[src/rtl/i2c_req_arbiter.sv]
// i2c_req_arbiter
//
// Purpose: shares one I2C write controller between two requesters. A
// transaction is accepted from the winning requester and handed to the
// controller. It is re-issued after a NACK, with an idle gap before each
// retry, up to MAX_RETRY times. The WAIT state is abandoned after
// TIMEOUT_CYCLES cycles with no ctl_done. The outcome is returned to the
// owner as a one-cycle done/error pulse.
//
// Ports:
//   clock_25                 - only clock, rising edge
//   reset                    - synchronous, active-high
//   req0_valid / req1_valid  - requester holds a transaction
//   req0_data / req1_data    - {slave_addr, reg_addr, payload}
//   req0_ready / req1_ready  - transaction accepted this cycle (combinational)
//   req0_done / req1_done    - one-cycle completion pulse
//   req0_error / req1_error  - failure flag, meaningful only with done
//   ctl_start                - one-cycle launch pulse to the controller
//   ctl_data                 - transaction held for the controller
//   ctl_done / ctl_nack      - controller completion and slave NACK
//   grant                    - one-hot bus owner, 00 when idle
//   busy                     - high whenever the arbiter is not idle

module i2c_req_arbiter #(
  parameter int MAX_RETRY      = 3,
  parameter int GAP_CYCLES     = 250,
  parameter int TIMEOUT_CYCLES = 65535
) (
  input  logic        clock_25,
  input  logic        reset,
  input  logic        req0_valid,
  input  logic        req1_valid,
  input  logic [23:0] req0_data,
  input  logic [23:0] req1_data,
  output logic        req0_ready,
  output logic        req1_ready,
  output logic        req0_done,
  output logic        req1_done,
  output logic        req0_error,
  output logic        req1_error,
  output logic        ctl_start,
  output logic [23:0] ctl_data,
  input  logic        ctl_done,
  input  logic        ctl_nack,
  output logic [1:0]  grant,
  output logic        busy
);

  // Counter widths are sized to hold the parameter value itself.
  localparam int RW = (MAX_RETRY < 1)      ? 1 : $clog2(MAX_RETRY + 1);
  localparam int GW = (GAP_CYCLES < 1)     ? 1 : $clog2(GAP_CYCLES + 1);
  localparam int TW = (TIMEOUT_CYCLES < 1) ? 1 : $clog2(TIMEOUT_CYCLES + 1);

  localparam logic [RW-1:0] RETRY_MAX = RW'(MAX_RETRY);
  localparam logic [GW-1:0] GAP_LAST  = (GAP_CYCLES > 0) ? GW'(GAP_CYCLES - 1) : '0;
  localparam logic [TW-1:0] TMO_LAST  = (TIMEOUT_CYCLES > 0) ? TW'(TIMEOUT_CYCLES - 1) : '0;

  typedef enum logic [2:0] {IDLE, ISSUE, WAIT, GAP, RESP} state_t;

  state_t          state_q;
  logic [23:0]     ctlData_q;
  logic [1:0]      grant_q;
  logic            ctlStart_q;
  logic            done0_q, done1_q, err0_q, err1_q;
  logic            lastServed_q;   // 1: req1 was served last
  logic [RW-1:0]   retry_q;
  logic [GW-1:0]   gap_q;
  logic [TW-1:0]   tmo_q;

  logic win0, win1;

  // Round-robin: on contention the requester not served last wins.
  assign win0 = req0_valid & (~req1_valid | lastServed_q);
  assign win1 = req1_valid & (~req0_valid | ~lastServed_q);

  assign req0_ready = (state_q == IDLE) & ~reset & win0;
  assign req1_ready = (state_q == IDLE) & ~reset & win1;

  assign ctl_start  = ctlStart_q;
  assign ctl_data   = ctlData_q;
  assign grant      = grant_q;
  assign busy       = (state_q != IDLE);
  assign req0_done  = done0_q;
  assign req1_done  = done1_q;
  assign req0_error = err0_q;
  assign req1_error = err1_q;

  // Single FSM process. Pulse outputs default low each cycle and are set on
  // the edge that enters the state they belong to, so ctl_start is high
  // exactly while in ISSUE and done/error exactly while in RESP.
  always_ff @(posedge clock_25) begin
    if (reset) begin
      state_q      <= IDLE;
      ctlData_q    <= '0;
      grant_q      <= '0;
      ctlStart_q   <= 1'b0;
      done0_q      <= 1'b0;
      done1_q      <= 1'b0;
      err0_q       <= 1'b0;
      err1_q       <= 1'b0;
      lastServed_q <= 1'b1;
      retry_q      <= '0;
      gap_q        <= '0;
      tmo_q        <= '0;
    end else begin
      ctlStart_q <= 1'b0;
      done0_q    <= 1'b0;
      done1_q    <= 1'b0;
      err0_q     <= 1'b0;
      err1_q     <= 1'b0;
      case (state_q)
        IDLE: begin
          if (win0 | win1) begin
            ctlData_q  <= win0 ? req0_data : req1_data;
            grant_q    <= {win1, win0};
            retry_q    <= '0;
            ctlStart_q <= 1'b1;
            state_q    <= ISSUE;
          end
        end
        ISSUE: begin
          tmo_q   <= '0;
          state_q <= WAIT;
        end
        WAIT: begin
          // ctl_done is examined first so it wins over a same-cycle expiry.
          if (ctl_done) begin
            if (ctl_nack && (retry_q < RETRY_MAX)) begin
              retry_q <= retry_q + 1'b1;
              gap_q   <= '0;
              if (GAP_CYCLES == 0) begin
                ctlStart_q <= 1'b1;
                state_q    <= ISSUE;
              end else begin
                state_q <= GAP;
              end
            end else begin
              done0_q <= grant_q[0];
              done1_q <= grant_q[1];
              err0_q  <= grant_q[0] & ctl_nack;
              err1_q  <= grant_q[1] & ctl_nack;
              state_q <= RESP;
            end
          end else if (tmo_q >= TMO_LAST) begin
            done0_q <= grant_q[0];
            done1_q <= grant_q[1];
            err0_q  <= grant_q[0];
            err1_q  <= grant_q[1];
            state_q <= RESP;
          end else begin
            tmo_q <= tmo_q + 1'b1;
          end
        end
        GAP: begin
          if (gap_q >= GAP_LAST) begin
            ctlStart_q <= 1'b1;
            state_q    <= ISSUE;
          end else begin
            gap_q <= gap_q + 1'b1;
          end
        end
        RESP: begin
          lastServed_q <= grant_q[1];
          grant_q      <= '0;
          state_q      <= IDLE;
        end
        default: state_q <= IDLE;
      endcase
    end
  end

endmodule

[config.mk]
export PLATFORM = sky130hd
export DESIGN_NAME = i2c_req_arbiter
export DESIGN_NICKNAME = d
export VERILOG_FILES = /design/src/rtl/i2c_req_arbiter.sv
export SDC_FILE = /design/constraint.sdc
export NUM_CORES = 1
export LEC_CHECK = 0
export CAP_MARGIN = 10
export CORE_MARGIN = 2
export CORE_UTILIZATION = 45
export DETAILED_ROUTE_END_ITERATION = 8
export GPL_TIMING_DRIVEN = 1
export HOLD_SLACK_MARGIN = 0.06
export PLACE_DENSITY = 0.82
export SYNTH_ARGS = -nofsm -noshare
export SYNTH_HDL_FRONTEND = slang
export SYNTH_SLANG_ARGS = --single-unit
export TNS_END_PERCENT = 100
[constraint.sdc]
create_clock -name clock_25 -period 2.8 [get_ports clock_25]
set_clock_uncertainty 0.1 [all_clocks]
set_input_delay 0.42 -clock clock_25 [delete_from_list [all_inputs] [get_ports clock_25]]
set_output_delay 0.42 -clock clock_25 [all_outputs]
set_load 0.005 [all_outputs]
Yosys cells after proc, flatten, opt, wreduce, memory -nomap -nowiden. Index checks and enable logic that the tools add are counted.

Bits in writable memories: 0. Word-level logic and storage cells: 92. Memory bits (read-only): 0. Latch bits: 0. Input bits: 54. Register bits: 61. Memories: 0.

Mux-type cells: 33. Magnitude comparators: 3. Div/mod/pow operators: 0. Add/subtract/negate cells: 3. Shifts and indexed selects: 0. $mul: 0. Bitwise operators: 15. Reduce and logical (&&, ||, !) cells: 14. Eq/ne operators: 12.

Operators by type and width (number): 16-bit two-way mux (2); 16-bit one-hot mux with 2 select lines (1); 24-bit two-way mux (1); 8-bit two-way mux (3); 16-bit by 1-bit adder with 16-bit output (second input constant) (1); 16-bit greater-or-equal comparator (second input constant) (1); 8-bit one-hot mux with 2 select lines (1); 3-bit two-way mux (5); 1-bit two-way mux (12); 2-bit != test (second input constant) (6); 3-bit one-hot mux with 4 select lines (1); 8-bit by 1-bit adder with 8-bit output (second input constant) (1); 8-bit greater-or-equal comparator (second input constant) (1); 2-bit two-way mux (4); 2-bit one-hot mux with 2 select lines (2); 4-bit AND reduction (2); 2-bit nonzero test (4); 1-bit bitwise AND (7); 3-bit by 2-bit == test with 1-bit output (second input constant) (2); 3-bit AND reduction (2); 1-bit inverter (5); 2-bit AND reduction (2); 3-bit by 1-bit == test with 1-bit output (second input constant) (1); 3-bit == test (second input constant) (1); 10 further kinds (12).

Logic depth before layout (Yosys ltp). Gate-level depths: netlist of the first run.

Word-level depth: 6. Gate-level depth with buffers: 8. Gate-level depth less buffers: 7.

Least setup slack after synthesis of the first run. Ideal clock, no wire load.

Kind: flip-flop to flip-flop. Start point: register gap_q[1]. End point: register gap_q[5]. Arrival time: 1751 ps. Stages on the path, launching flop included: 8. Required time: 2567 ps. Path slack: 816 ps. Period minus slack after synthesis: 1984 ps. Path buffers: 0. Cell sequence: dfxtp_1 -> inv_1 -> ha_1 -> or3b_2 -> and4_1 -> nor3_1 -> or3b_1 -> a31oi_1.

Longest elaborated chain between the ends: 3. Elaborated cells on any way between the ends: 6. Classes of those cells: 1 x add/sub; 1 x order compare; 1 x eq/ne; 2 x mux; 1 x reduce/logical.

RTL lines: start: declaration (line 67) `logic [GW-1:0] gap_q;`; start signal: assignment (line 159) `gap_q <= gap_q + 1'b1;`; 8-bit by 1-bit adder with 8-bit output or 8-bit greater-or-equal comparator (tied branches) (line 159, 155); 8-bit two-way mux or 2-bit != test (tied branches); 8-bit one-hot mux with 2 select lines or 4-bit AND reduction (tied branches).

Parallel ways exist; a longest one is shown, timed or not. The select of a mux whose other input is x is not followed. A chain may end at the register's enable or synchronous reset.

Worst setup path after layout of the first run.
Start point: register state_q[2]. End point: output port req1_ready.

Longest elaborated chain between the ends: 3.

RTL lines: start: declaration (line 60) `state_t state_q;`; start signal: assignment (line 93) `state_q <= IDLE;`; start signal: assignment (line 118) `state_q <= ISSUE;`; start signal: assignment (line 123) `state_q <= WAIT;`; 3-bit logical NOT (line 77) `assign req1_ready = (state_q == IDLE) & ~reset & win1;`; 1-bit bitwise AND (2 in series) (line 77); end: declaration (line 36) `output logic req1_ready,`.

No other way between the ends.

==> impl_metrics.json, run 1 <==
{
  "p_per_area_nw_per_um2": 675.1,
  "fmax_ghz": 0.3730,
  "synth_area_per_cell_um2": 8.889,
  "rsz0062_at_grt": "false",
  "start_util_pct": 46.02,
  "cts_tree": "yes",
  "criticalPathCategory": "flop to primary output",
  "cts_setup_buffers": 0,
  "path_clk_slew_ns": 0.07,
  "yosys_warnings": 0,
  "period_minus_slack_ns": 2.681,
  "cts_buffers": 9,
  "nets": 470,
  "place_inst": 476,
  "async_flop_share_pct": 0,
  "yosysSeqAreaShare_pct": 42.27,
  "dpl.hpwl_um": 5272,
  "worst_ep_arrival_time_ns": 2.16,
  "setup.worst_path.start": "state_q[2]$_SDFFE_PP0P_",
  "drtAntennaViolNets": 0,
  "p_leak_nw": 1.495,
  "wl_um": 7239,
  "tightest_slew_ns": 0.7573,
  "synth_seq_cells": 61,
  "r2r_start": "tmo_q[4]$_SDFFE_PP0P_",
  "setup_violations": 0,
  "pin_count": 88,
  "cp-end-kind": "primary output",
  "ir_worst_vdd_mv": 0.4717,
  "htree_num_levels": 3,
  "r2r_end": "tmo_q[6]$_SDFFE_PP0P_",
  "grt-ovfl-total": 0,
  "antenna_cells": 0,
  "ff2ff_path_depth": 5,
  "drive_above_1_share_pct": 6.988,
  "core-area_um2": 6277,
  "num_rows": 29,
  "routed-via-count": 2749,
  "ys.flop_type": "dfxtp_1",
  "max_slew_margin_pct": 49.42,
  "r2r_setup_slack_ns": 0.31,
  "status": "finished, final reports clean",
  "tns_ns": 0,
  "first_pass_iters": 5,
  "die_y_um": 84.13,
  "synth_cell_types": 48,
  "place.gp.congestion": 0.8347,
  "slew_viol_final": 0,
  "post-route-period-util_pct": 95.76,
  "cts-root-buf": "clkbuf_8",
  "numPortBuffers": 87,
  "clock_path_buffers": 2,
  "vias_per_cell": 5.587,
  "hold_start": "retry_q[1]$_SDFFE_PP0P_",
  "syn_to_final_growth_pct": 39.54,
  "n_fill_cell": 529,
  "worstPathRequired_ns": 2.28,
  "worst_skew_pair.late_latency_ns": 0.35,
  "syn-cell-area_um2": 2889,
  "syn_inst": 325,
  "synth_nets": 385,
  "grt_max_degree": 50,
  "cp-start-kind": "flop",
  "grt_pass1_vias": 2690,
  "clock_sinks": 61,
  "die_w_um": 84.13,
  "track_usage_pct": 21.54,
  "crit_fanout": 7,
  "fp.dieArea_um2": 7077,
  "synth_edf_count": 0,
  "antenna_found_initial": 0,
  "grt_pass1_wl_um": 12160,
  "final_cells": 492,
  "drcViolationCount": 0,
  "ctsHoldBuffers": 0,
  "cts-resized-gates": 2,
  "hold_path_class": "flop to flop",
  "cap_viol_max_count": 0,
  "wl_per_cell_um": 14.71,
  "drt_iter0_drc": 135,
  "endpoint": "req1_ready",
  "hold_violations": 0
}
[how the worst min path moves through the flow]
stage	to	slack (ns)	cells past startpoint
finish	retry_q[1]$_SDFFE_PP0P_	0.36	2
global route	tmo_q[15]$_SDFFE_PP0P_	0.40	2
CTS	retry_q[1]$_SDFFE_PP0P_	0.37	2
detailed placement	retry_q[1]$_SDFFE_PP0P_	0.36	2
global placement	tmo_q[15]$_SDFFE_PP0P_	0.35	2
floorplan	gap_q[7]$_SDFFE_PP0P_	0.33	2
[final cells by class]
cell class / instances / area [um^2] / share of cell area (%)
multi-input cells: 237 / 1570 / 38.95
flip-flops and latches: 61 / 1221 / 30.29
clock inverters: 4 / 47.55 / 1.179
inverters: 10 / 37.54 / 0.9311
well taps: 77 / 96.34 / 2.390
clock buffers: 12 / 145.1 / 3.600
repair buffers: 91 / 913.4 / 22.66
[cell usage after synthesis, types with 4 or more instances]
cell type / instances / area, um^2
a211oi_1: 24 / 180.2
ha_1: 6 / 75.07
nor2_1: 45 / 168.9
a21oi_1: 11 / 55.05
nand2_1: 10 / 37.54
o31ai_1: 5 / 37.54
buf_2: 5 / 25.02
nand4_1: 10 / 62.56
o21ai_1: 11 / 55.05
nor3_1: 7 / 35.03
mux2i_1: 26 / 260.3
o41ai_1: 4 / 35.03
dfxtp_1: 61 / 1221
and2_1: 6 / 37.54
clkbuf_1: 11 / 41.29
nand3_1: 12 / 60.06
nor4_1: 5 / 31.28
inv_1: 10 / 37.54
o21ai_0: 6 / 30.03
[stage by stage]
| step | setup WS, ns | total power [mW] | util (%) | area [um^2] | hold WS (ns) |
|---|---|---|---|---|---|
| finish | 0.1187 | 2.722 | 64.22 | 4031 | 0.3634 |
| global route | 0.04125 | 2.884 | 64.22 | 4031 | 0.4007 |
| CTS | 0.1072 | 2.737 | 64.22 | 4031 | 0.3664 |
| detailed placement | 0.1816 | 1.960 | 61.05 | 3832 | 0.3580 |
| global placement | 0.2342 | 1.939 | 61.05 | 3832 | 0.3478 |
| floorplan | 0.8163 | 1.518 | - | 2889 | 0.3292 |
[metal layers]
layer / global-route usage [%] / up-vias / routed length (um)
met5: 0 / - / 0
met3: 12.46 / 8 / 708
met2: 35.28 / 99 / 3479
met1: 23.57 / 1262 / 2975
li1: - / 1380 / -
met4: 6.745 / 0 / 76
[registers in the layout (all words and copies together) (netlist names)]
register and cells:
state_q 3, grant 2, lastServed_q 1, req0_done 1
req0_error 1, ctl_start 1, retry_q 2, ctl_data 24
tmo_q 16, req1_error 1, req1_done 1, gap_q 8
[worst max-delay path, cell delays in order (launching register included)]
cell,delay [ns]
dfxtp_1,0.36
or3_1,0.51
a2111oi_2,0.37
clkdlybuf4s50_1,0.57
[where the power goes]
group	internal, mW	switching, mW	total [mW]
Combinational	0.448	0.418	0.866
Clock	0.432	0.339	0.771
Sequential	0.998	0.0866	1.08
Total	1.88	0.843	2.72
[cells in the final DEF (no fill, tap or decap), types with 3 or more instances in the layout]
cell,n
a211oi_1,24
a21o_1,3
a21oi_1,11
a31oi_1,3
and2_1,6
and3_1,3
and4_1,3
buf_4,3
clkbuf_8,10
clkdlybuf4s50_1,87
dfxtp_1,61
ha_1,6
inv_1,10
mux2i_1,26
nand2_1,10
nand3_1,12
nand4_1,10
nor2_1,44
nor2b_1,3
nor3_1,7
nor3b_1,3
nor4_1,5
o21ai_0,6
o21ai_1,11
o31ai_1,5
o41ai_1,4
or3_1,3
xnor2_1,3
[cells by family after synthesis]
| family | share of synthesized area, % |
|---|---|
| buffers and inverters | 3.855 |
| AND/OR/NAND/NOR | 23.21 |
| multiplexers | 9.008 |
| XOR/XNOR | 1.213 |
| flip-flops | 42.27 |
| AO/OA/AOI/OAI | 17.84 |
| adder cells (fa/ha/maj) | 2.598 |
(Power assumes the default switching activity.)
==> run 2, diff against run 1 <==
- CORE_UTILIZATION: 45 -> 35
- PLACE_DENSITY: 0.82 -> 0.68
==> run 2 against run 1 <==
Via count is 1.9% lower. Worst hold slack got worse by 0.010 ns. Final cell count increased by 5.9%. Largest power group unchanged. Largest cell class unchanged.
==> impl_metrics.json, run 2 (same netlist as run 1, synthesis figures left out) <==
{
  "grt-ovfl-total": 0,
  "period_minus_slack_ns": 2.683,
  "setup_violations": 0,
  "track_usage_pct": 17.00,
  "cts_buffers": 9,
  "die_y_um": 94.86,
  "cts-root-buf": "clkbuf_8",
  "num_rows": 33,
  "dr_wl_met3_um": 779,
  "crit_fanout": 7,
  "pwr-share-clk_pct": 29.5,
  "wl_per_cell_um": 13.71,
  "grt_pass1_vias": 2545,
  "post-route-period-util_pct": 95.83,
  "antenna_cells": 0,
  "largest_reg_flops": 24,
  "whs_path_depth": 2,
  "ff2ff_path_depth": 6,
  "worst_ep_arrival_time_ns": 2.16,
  "hold_path_class": "flop to flop",
  "grt_pass1_wl_um": 11830,
  "p_per_area_nw_per_um2": 674.8,
  "switchingPower_mw": 0.8845,
  "min_delay_worst_endpoint": "tmo_q[15]$_SDFFE_PP0P_",
  "path_clk_slew_ns": 0.08,
  "numPortBuffers": 87,
  "cts-resized-gates": 2,
  "wl_um": 7145,
  "rsz0062_at_grt": "false",
  "met1_length_um": 3031,
  "clock_sinks": 61,
  "hold_start": "tmo_q[15]$_SDFFE_PP0P_",
  "cap_viol_max_count": 0,
  "drt_iter0_drc": 155,
  "crit_chain": "or3_1 -> a2111oi_2 -> clkdlybuf4s50_1",
  "path_depth": 3,
  "cts_tree": "yes",
  "ctsHoldBuffers": 0,
  "path_buf_inv": 1,
  "crit_family": "buffers and inverters",
  "cts_setup_buffers": 0,
  "routed.top_layer": "met4",
  "nets": 471,
  "dpl.hpwl_um": 5360,
  "worst_skew_pair.late_latency_ns": 0.35,
  "p_leak_nw": 1.502,
  "tns_ns": 0,
  "cp-end-kind": "primary output",
  "final_common_cell": "clkdlybuf4s50_1",
  "status": "finished, final reports clean",
  "ir_worst_vdd_mv": 0.3083,
  "drtAntennaViolNets": 0,
  "p_sw_share_pct": 32.07,
  "r2r_start": "tmo_q[8]$_SDFFE_PP0P_",
  "core-area_um2": 8093,
  "seqPwrFrac_pct": 39.4,
  "fmax_ghz": 0.3727,
  "wl_met2_um": 3221,
  "drcViolationCount": 0,
  "fin_util_pct": 50.51,
  "hold_violations": 0,
  "start_util_pct": 35.70,
  "antenna_found_initial": 0,
  "cp-start-kind": "flop",
  "worstPathRequired_ns": 2.28,
  "clock_path_buffers": 2,
  "max_slew_margin_pct": 53.11,
  "die_w_um": 94.86,
  "critPathMaxStageDelay_ns": 0.57,
  "vias_per_cell": 5.177,
  "r2r_setup_slack_ns": 0.53,
  "tightest_slew_ns": 0.6959,
  "grt_max_degree": 50,
  "first_pass_iters": 4,
  "final_cell_mix": "87 x clkdlybuf4s50_1, 61 x dfxtp_1, 44 x nor2_1, 26 x mux2i_1, 24 x a211oi_1",
  "cp_slowest_cell": "clkdlybuf4s50_1",
  "htree_num_levels": 3,
  "routed-via-count": 2697,
  "criticalPathCategory": "flop to primary output",
  "fp.dieArea_um2": 8997,
  "drive_above_1_share_pct": 7.692,
  "comb_power_share_pct": 31.2,
  "r2r_end": "tmo_q[12]$_SDFFE_PP0P_",
  "pin_count": 88,
  "place.gp.congestion": 0.7862,
  "syn_to_final_growth_pct": 41.49,
  "p_int_mw": 1.874,
  "slew_viol_final": 0
}
-- run 2: cell types whose count changed in the layout (fill, tap and decap cells not counted) --
cell,before,now
buf_4,3,4
inv_6,0,2
inv_8,0,1
clkinv_4,0,1
clkinvlp_4,1,2
clkbuf_8,10,9
clkbuf_1,2,0
clkinv_2,2,0
-- run 2: power by group through the flow --
| stage | logic, mW | registers [mW] | clock network, mW |
|---|---|---|---|
| finish | 0.860 | 1.09 | 0.813 |
| global route | 0.965 | 1.10 | 0.872 |
| CTS | 0.868 | 1.09 | 0.831 |
| detailed placement | 0.862 | 1.10 | 0 |
| global placement | 0.859 | 1.10 | 0 |
| floorplan | 0.418 | 1.10 | 0 |
-- run 2: per-layer routing --
metal,vias up,track usage (%)
met1,1209,20.05
met3,15,9.018
met5,-,0
met4,0,5.435
met2,96,26.60
li1,1377,-
-- run 2: tightest hold or removal path, stage by stage (launching register included) --
cell and delay, ns:
dfxtp_1 0.31, nand2_1 0.05, a21oi_1 0.05
-- run 2: area by class of cell --
type,count,area [um^2]
fillers,797,4005
clock inverters,7,82.58
multi-input cells,237,1570
repair buffers,92,920.9
flip-flops and latches,61,1221
clock buffers,9,123.9
well taps,105,131.4
inverters,10,37.54
-- run 2: worst max path at each step --
stage                            startpoint                    end  slack, ns
finish              state_q[2]$_SDFFE_PP0P_             req1_ready       0.12
global route        state_q[2]$_SDFFE_PP0P_             req1_ready     0.0005
CTS                 state_q[2]$_SDFFE_PP0P_             req1_ready       0.08
detailed placement               req0_valid             req1_ready       0.15
global placement                 req0_valid             req1_ready       0.24
floorplan             gap_q[1]$_SDFFE_PP0P_  gap_q[5]$_SDFFE_PP0P_       0.82
-- run 2: stage by stage --
stage	hold WS (ns)	power [mW]	setup WS (ns)	cell area, um^2	std cells
CTS	0.3534	2.786	0.08162	4088	521
floorplan	0.3292	1.518	0.8163	2889	325
finish	0.3534	2.758	0.1169	4088	521
global placement	0.3451	1.954	0.2447	3875	505
global route	0.3690	2.941	0.0004965	4088	521
detailed placement	0.3435	1.963	0.1512	3875	505
==> run 3, diff against run 2 <==
- CELL_PAD_IN_SITES_DETAIL_PLACEMENT: unset -> 0
- CELL_PAD_IN_SITES_GLOBAL_PLACEMENT: unset -> 1
- CORE_UTILIZATION: 35 -> 34
- PLACE_DENSITY: 0.68 -> 0.84
==> run 3 against run 2 <==
Global-route usage decreased by 0.89 points. Utilization decreased by 0.59 points. First-iteration DRC count decreased by 19%. Largest power group unchanged. Largest cell class unchanged. Via count about the same. Maximum frequency increased by 1.4%. Worst hold slack improved by 0.0023 ns. Register-to-register slack improved by 0.05 ns. Final cell count increased by 0.38%. Critical path depth unchanged.
==> impl_metrics.json, run 3 (same netlist as run 1, synthesis figures left out) <==
{
  "grt-ovfl-total": 0,
  "hold_violations": 0,
  "drcViolationCount": 0,
  "cts_buffers": 9,
  "hold_path_class": "flop to flop",
  "cap_viol_max_count": 0,
  "track_usage_pct": 16.11,
  "rsz0062_at_grt": "false",
  "grt_pass1_wl_um": 11590,
  "r2r_setup_slack_ns": 0.58,
  "status": "finished, final reports clean",
  "wl_per_cell_um": 13.41,
  "max_slew_margin_pct": 68.27,
  "clock_path_buffers": 2,
  "final_common_cell": "clkdlybuf4s50_1",
  "ir_worst_vdd_mv": 0.3105,
  "largest_reg_flops": 24,
  "fp.dieArea_um2": 9251,
  "setup_violations": 0,
  "die_y_um": 96.18,
  "worstPathRequired_ns": 2.28,
  "register_area_um2": 1221,
  "whs_path_depth": 2,
  "fmax_ghz": 0.3780,
  "slew_viol_final": 0,
  "final_cell_mix": "87 x clkdlybuf4s50_1, 61 x dfxtp_1, 44 x nor2_1, 26 x mux2i_1, 24 x a211oi_1",
  "criticalPathCategory": "flop to primary output",
  "crit_fanout": 7,
  "hold_start": "tmo_q[15]$_SDFFE_PP0P_",
  "setup.worst_path.start": "state_q[2]$_SDFFE_PP0P_",
  "p_per_area_nw_per_um2": 662.5,
  "n_fill_cell": 789,
  "start_util_pct": 35.16,
  "multi_input_area_um2": 1583,
  "syn_to_final_growth_pct": 41.97,
  "place_area_um2": 3890,
  "ff2ff_path_depth": 7,
  "htree_num_levels": 3,
  "post-route-period-util_pct": 94.48,
  "path_clk_slew_ns": 0.07,
  "p_leak_nw": 1.510,
  "tns_ns": 0,
  "post-place-ws_ns": 0.04028,
  "ctsHoldBuffers": 0,
  "cts_tree": "yes",
  "cp-start-kind": "flop",
  "dpl.hpwl_um": 5272,
  "min_delay_worst_endpoint": "tmo_q[15]$_SDFFE_PP0P_",
  "place.gp.congestion": 0.7521,
  "drtAntennaViolNets": 0,
  "r2r_start": "gap_q[1]$_SDFFE_PP0P_",
  "grt_max_degree": 49,
  "period_minus_slack_ns": 2.645,
  "grt_pass1_vias": 2525,
  "numPortBuffers": 87,
  "cp-end-kind": "primary output",
  "die_w_um": 96.18,
  "drive_above_1_share_pct": 7.656,
  "core-area_um2": 8217,
  "antenna_cells": 0,
  "cts_setup_buffers": 0,
  "design_area_um2": 4101,
  "finalHoldWorstSlack_ns": 0.3557,
  "wl_um": 7016,
  "first_pass_iters": 4,
  "nets": 473,
  "worst_ep_arrival_time_ns": 2.13,
  "setup_ws_ns": 0.1547,
  "vias_per_cell": 5.159,
  "clock_sinks": 61,
  "tightest_slew_ns": 0.4733,
  "antenna_found_initial": 0,
  "routed-via-count": 2698,
  "cts-root-buf": "clkbuf_8",
  "pin_count": 88,
  "drt_iter0_drc": 125,
  "worst_skew_pair.late_latency_ns": 0.33,
  "r2r_end": "gap_q[5]$_SDFFE_PP0P_",
  "num_rows": 33
}
## run 3: worst max-delay path, cell delays in order (launching register included)
cell,delay [ns]
dfxtp_1,0.36
or3_1,0.52
a2111oi_4,0.35
clkdlybuf4s50_1,0.56
## run 3: cell type report
class | instances | area share (%)
Timing Repair Buffer | 94 | 22.82
Sequential cell | 61 | 29.77
Clock buffer | 12 | 3.539
Inverter | 10 | 0.9152
Multi-Input combinational cell | 237 | 38.59
Clock inverter | 4 | 1.159
Tap cell | 105 | 3.203
## run 3: where the power goes
group / total, mW / switching (mW) / internal (mW)
combinational: 0.860 / 0.403 / 0.457
clock: 0.774 / 0.341 / 0.433
sequential: 1.08 / 0.0853 / 0.998
total: 2.72 / 0.829 / 1.89
## run 3: routing by layer
metal / vias to the layer above / wire length (um) / track usage, %
li1: 1377 / - / -
met1: 1215 / 3083 / 19.45
met2: 99 / 3047 / 24.19
met3: 7 / 791 / 9.005
met4: 0 / 93 / 5.238
met5: - / 0 / 0
## run 3: worst max path at each step
stage | end | cells past startpoint | slack (ns)
after global placement | req1_ready | 3 | 0.15
after floorplan | gap_q[5]$_SDFFE_PP0P_ | 7 | 0.82
after CTS | req1_ready | 3 | 0.06
final | req1_ready | 3 | 0.15
after detailed placement | req1_ready | 3 | 0.04
after global routing | req1_ready | 3 | 0.06
## run 3: repair_timing
item | 4_1_cts | 5_1_grt
gates resized for setup | 2 | 1
setup endpoints to repair | 1 | 1
pin swaps | 0 | 0
## run 3: stage by stage
| stage | util [%] | std cells | total power, mW |
|---|---|---|---|
| global placement | 47.34 | 507 | 1.960 |
| detailed placement | 47.34 | 507 | 1.965 |
| finish | 49.92 | 523 | 2.717 |
| CTS | 49.76 | 523 | 2.755 |
| global route | 49.92 | 523 | 2.900 |
| floorplan | - | 325 | 1.518 |
